## config.mk

```make
export PLATFORM = sky130hd
export DESIGN_NAME = mem_access_ctrl
export DESIGN_NICKNAME = d
export VERILOG_FILES = /design/src/rtl/mem_access_ctrl.sv
export SDC_FILE = /design/constraint.sdc
export NUM_CORES = 1
export LEC_CHECK = 0
export ABC_AREA = 1
export CORE_MARGIN = 2
export CORE_UTILIZATION = 30
export CTS_CLUSTER_DIAMETER = 150
export DETAILED_ROUTE_END_ITERATION = 12
export SYNTH_ARGS = -nofsm -noshare
export SYNTH_HDL_FRONTEND = slang
export SYNTH_SLANG_ARGS = --single-unit
```

## constraint.sdc

```tcl
create_clock -name clock -period 3.2 [get_ports clock]
set_input_delay 0.96 -clock clock [delete_from_list [all_inputs] [get_ports clock]]
set_output_delay 0.96 -clock clock [all_outputs]
set_load 0.05 [all_outputs]
```

## src/rtl/mem_access_ctrl.sv

```systemverilog
// Memory-stage initiator for the Y86-64 core: decodes one operation, issues a
// bounds-checked read/write over valid/ready and returns valM with a timeout.
module mem_access_ctrl #(
   parameter int unsigned MEM_WORDS = 1024,
   parameter int unsigned TIMEOUT   = 16,
   parameter int unsigned CNT_W     = 5
) (
   input  logic        clock,
   input  logic        reset,
   input  logic        in_valid,
   output logic        in_ready,
   input  logic [3:0]  in_code,
   input  logic [63:0] val_e,
   input  logic [63:0] val_a,
   input  logic [63:0] val_p,
   output logic        mem_req_valid,
   input  logic        mem_req_ready,
   output logic        mem_req_we,
   output logic [63:0] mem_req_addr,
   output logic [63:0] mem_req_wdata,
   input  logic        mem_rsp_valid,
   input  logic [63:0] mem_rsp_data,
   output logic        out_valid,
   input  logic        out_ready,
   output logic [3:0]  out_code,
   output logic [63:0] val_m,
   output logic        bad_mem
);

   typedef enum logic [1:0] {IDLE, ISSUE, WAIT, OUT} state_t;

   state_t             state, state_nxt;
   logic [CNT_W-1:0]   cnt;
   logic               dec_mem, dec_we, dec_bad;
   logic [63:0]        dec_addr, dec_wdata;
   logic               accept, cnt_last;

   always_comb begin
      dec_mem   = 1'b0;
      dec_we    = 1'b0;
      dec_addr  = val_e;
      dec_wdata = val_a;
      case (in_code)
         4'd4, 4'd10: begin dec_mem = 1'b1; dec_we = 1'b1; end
         4'd8:        begin dec_mem = 1'b1; dec_we = 1'b1; dec_wdata = val_p; end
         4'd5:        dec_mem = 1'b1;
         4'd9, 4'd11: begin dec_mem = 1'b1; dec_addr = val_a; end
         default:     dec_mem = 1'b0;
      endcase
      dec_bad = dec_mem && (dec_addr >= 64'(MEM_WORDS));
   end

   assign accept   = (state == IDLE) && in_valid;
   assign cnt_last = (cnt == CNT_W'(TIMEOUT - 1));

   always_ff @(posedge clock) begin
      if (reset) state <= IDLE;
      else       state <= state_nxt;
   end

   always_comb begin
      state_nxt     = state;
      in_ready      = 1'b0;
      mem_req_valid = 1'b0;
      out_valid     = 1'b0;
      case (state)
         IDLE: begin
            in_ready = 1'b1;
            if (in_valid) state_nxt = (dec_mem && !dec_bad) ? ISSUE : OUT;
         end
         ISSUE: begin
            mem_req_valid = 1'b1;
            if (mem_req_ready) state_nxt = WAIT;
         end
         WAIT: begin
            if (mem_rsp_valid || cnt_last) state_nxt = OUT;
         end
         OUT: begin
            out_valid = 1'b1;
            if (out_ready) state_nxt = IDLE;
         end
         default: state_nxt = IDLE;
      endcase
   end

   // A response on the final timeout cycle takes priority over the timeout.
   always_ff @(posedge clock) begin
      if (reset) begin
         cnt           <= '0;
         out_code      <= '0;
         mem_req_we    <= 1'b0;
         mem_req_addr  <= '0;
         mem_req_wdata <= '0;
         val_m         <= '0;
         bad_mem       <= 1'b0;
      end else begin
         if (accept) begin
            out_code      <= in_code;
            mem_req_addr  <= dec_addr;
            mem_req_wdata <= dec_wdata;
            mem_req_we    <= dec_we;
            if (!dec_mem || dec_bad) begin
               val_m   <= '0;
               bad_mem <= dec_bad;
            end
         end
         if (state == ISSUE && mem_req_ready) cnt <= '0;
         if (state == WAIT) begin
            cnt <= cnt + CNT_W'(1);
            if (mem_rsp_valid) begin
               val_m   <= mem_req_we ? 64'd0 : mem_rsp_data;
               bad_mem <= 1'b0;
            end else if (cnt_last) begin
               val_m   <= '0;
               bad_mem <= 1'b1;
            end
         end
      end
   end

endmodule

```

==> results.json <==
{
  "fmax_ghz": 0.334,
  "drcViolationCount": 0,
  "nNetsFinal": 2121,
  "worst_slew_margin_rel_pct": 49.8,
  "total_leakage_power_nw": 7.02,
  "grt_usage_pct": 24.8,
  "synth.area.mux_share_pct": 0,
  "yosysWarnings": 0,
  "peakVddDrop_uv": 426,
  "grt_pass1_vias": 10300,
  "synth_nets": 1643,
  "grt_pass1_wl_um": 63600,
  "postLayoutCoreUtil_pct": 51.7,
  "ys_types": 24,
  "p_sw_mw": 5.29,
  "power.density_nw_per_um2": 776,
  "drt-total-wl_um": 43000,
  "yosysTopAreaCellShare_pct": 43.7,
  "clockPowerShare_pct": 24.5,
  "worstPathRequired_ps": 2240,
  "drv_cap": 0,
  "wl_per_cell_um": 18.9,
  "grt.overflow.total": 0,
  "crit_fanout": 5,
  "crit_path_end_kind": "primary output",
  "insertion_delay_ps": 530,
  "place_hpwl_um": 32600,
  "dieArea_sq_um": 32700,
  "root_buffer": "clkbuf_16",
  "clock-sinks": 205,
  "yosysSeqAreaShare_pct": 43.7,
  "p_seq_share_pct": 28.4,
  "clk_path_buf_depth": 3,
  "firstDrtPassIters": 6,
  "synth.largest_area_cell": "dfxtp_1",
  "yosys.area_share.xor_xnor_pct": 0,
  "dieHeight_um": 181,
  "final_hold_viol_count": 0,
  "initial_core_util_pct": 30.6,
  "ant_nets": 0,
  "status": "finished, final reports clean",
  "row_count": 64,
  "port_buffers": 466,
  "htreeDepth": 1,
  "cts_made_buffers": 26,
  "post_cts_buffers": 0,
  "synthAdderAreaFrac_pct": 0.800,
  "p_comb_share_pct": 47.1,
  "netlist_area_sq_um": 9390,
  "crit_type": "flip-flop to primary output",
  "skew_ps": 7.05,
  "worst_pin_slew_ps": 752,
  "antenna_found_initial": 8,
  "synth_top_family_by_area": "simple AND/OR/NAND/NOR gates",
  "startpoint_type": "flip-flop",
  "fin_crit_ps": 3000,
  "slew_violations": 0,
  "fillers": 3001,
  "finalCritPeriodShare_pct": 93.6,
  "drive_gt1_share_pct": 7.34,
  "arrival_ps": 2040,
  "drt_iter0_drc": 600,
  "avgSynthCellArea_sq_um": 6.85,
  "path_clk_slew_ps": 60,
  "synth_seq_cells": 205,
  "vias_per_cell": 4.73,
  "area.growth.synth_to_final_pct": 68.9,
  "ios": 467,
  "fp.coreArea_sq_um": 30700,
  "hold_path_class": "flip-flop to flip-flop",
  "grt_start_max_net_pins": 66,
  "p_int_mw": 7.02,
  "cts_tree": "yes",
  "gp_congestion": 1.00,
  "synth_compound_area_share_pct": 14.6,
  "synthSimpleGateAreaFrac_pct": 29.9,
  "finalSetupViolations": 0,
  "p_total_mw": 12.3,
  "synth_area_leaders": "dfxtp_1 (44%), nand2_1 (14%), nand3_1 (8.3%)",
  "fp.dieW_um": 181,
  "switching_share_pct": 43.0,
  "vias": 10700,
  "synthCells": 1371
}
[metal layers]
metal  GRT usage [%]  up-vias  share of wire, %
met5               0        -             0.030
met3            6.51       52               8.0
li1                -     5408                 -
met4            6.87        2               2.3
met1            30.8     4854                42
met2            42.4      420                48
[worst max-delay path: stages (launching register included)]
cell	delay [ps]
dfxtp_1	340
inv_1	90
ha_1	240
clkdlybuf4s50_1	840
[cells in the final DEF (no fill, tap or decap), types with 6 or more instances in the layout]
cell type        netlist  final
clkdlybuf4s50_1        0    463
nand2_1              359    358
dfxtp_1              205    205
nand3_1              156    156
inv_1                152    150
nor2_1               129    128
o211ai_1              86     86
a21oi_1               75     75
buf_4                  1     73
o21ai_0               58     58
clkbuf_16              0     29
nand4_1               25     25
buf_12                 0     13
clkbuf_1              66      8
diode_2                0      6
ha_1                   6      6
[through the flow]
stage	instances	cell area, sq um	hold WS [ps]	setup WS [ps]	TNS [ps]
2_1_floorplan	1371	9390	436	603	0
3_3_place_gp	2215	14900	450	-416	-25880
3_5_place_dp	2215	14900	462	-467	-28490
4_1_cts	2260	15800	473	77.2	0
5_1_grt	2268	15900	496	-0.425	-0.425
6_report	2268	15900	473	205	0
[worst paths after layout]
path                  from         endpoint  slack (ps)  depth (start not counted)
hold reg to reg     cnt[3]           cnt[3]         470                          1
hold / removal      cnt[3]           cnt[3]         470                          1
setup reg to reg  state[0]  mem_req_addr[7]        1270                          8
setup / recovery  state[0]         in_ready         200                          3
[sequential cells by signal (all words and copies together), names as in the netlist]
name	cells
mem_req_addr	64
mem_req_wdata	64
val_m	64
cnt	5
out_code	4
state	2
bad_mem	1
mem_req_we	1
[what timing repair did]
action                     4_1_cts  5_1_grt
hold buffers                     0        0
resized for setup                0        2
setup endpoints to repair        0       65
[area by class of cell]
| type | instances | area (sq um) | area share, % |
|---|---|---|---|
| repair buffers | 553 | 5510 | 34.8 |
| diodes | 6 | 15.0 | 0.0947 |
| inverters | 156 | 591 | 3.73 |
| multi-input cells | 907 | 4260 | 26.9 |
| well taps | 396 | 495 | 3.13 |
| flip-flops and latches | 205 | 4100 | 25.9 |
| clock inverters | 5 | 100 | 0.631 |
| clock buffers | 40 | 774 | 4.89 |
[Yosys cell counts (all sizes together)]
| cell type | instances |
|---|---|
| a211oi | 1 |
| a21oi | 75 |
| a31oi | 1 |
| buf | 37 |
| clkbuf | 66 |
| dfxtp | 205 |
| ha | 6 |
| inv | 156 |
| nand2 | 359 |
| nand3 | 157 |
| nand4 | 25 |
| nor2 | 129 |
| nor3 | 2 |
| o211ai | 86 |
| o21ai | 62 |
| o221ai | 1 |
| o22ai | 2 |
| or2 | 1 |
[cells by family (layout without fill, tap and decap cells)]
kind of cell | count (synthesis) | count (layout)
flip-flops | 205 | 205
AND/OR/NAND/NOR | 673 | 673
buffers and inverters | 259 | 754
AO/OA/AOI/OAI | 228 | 228
adder cells (fa/ha/maj) | 6 | 6
other | 0 | 6
[power groups by stage]
stage	sequential (mW)	combinational, mW	clock (mW)
after floorplan	5.49	1.56	0
after global placement	3.52	5.73	0
after detailed placement	3.53	5.74	0
after CTS	3.49	5.76	3.08
after global routing	3.57	6.15	3.20
final	3.49	5.80	3.01
Note: power is estimated with default switching activity, not from simulation.
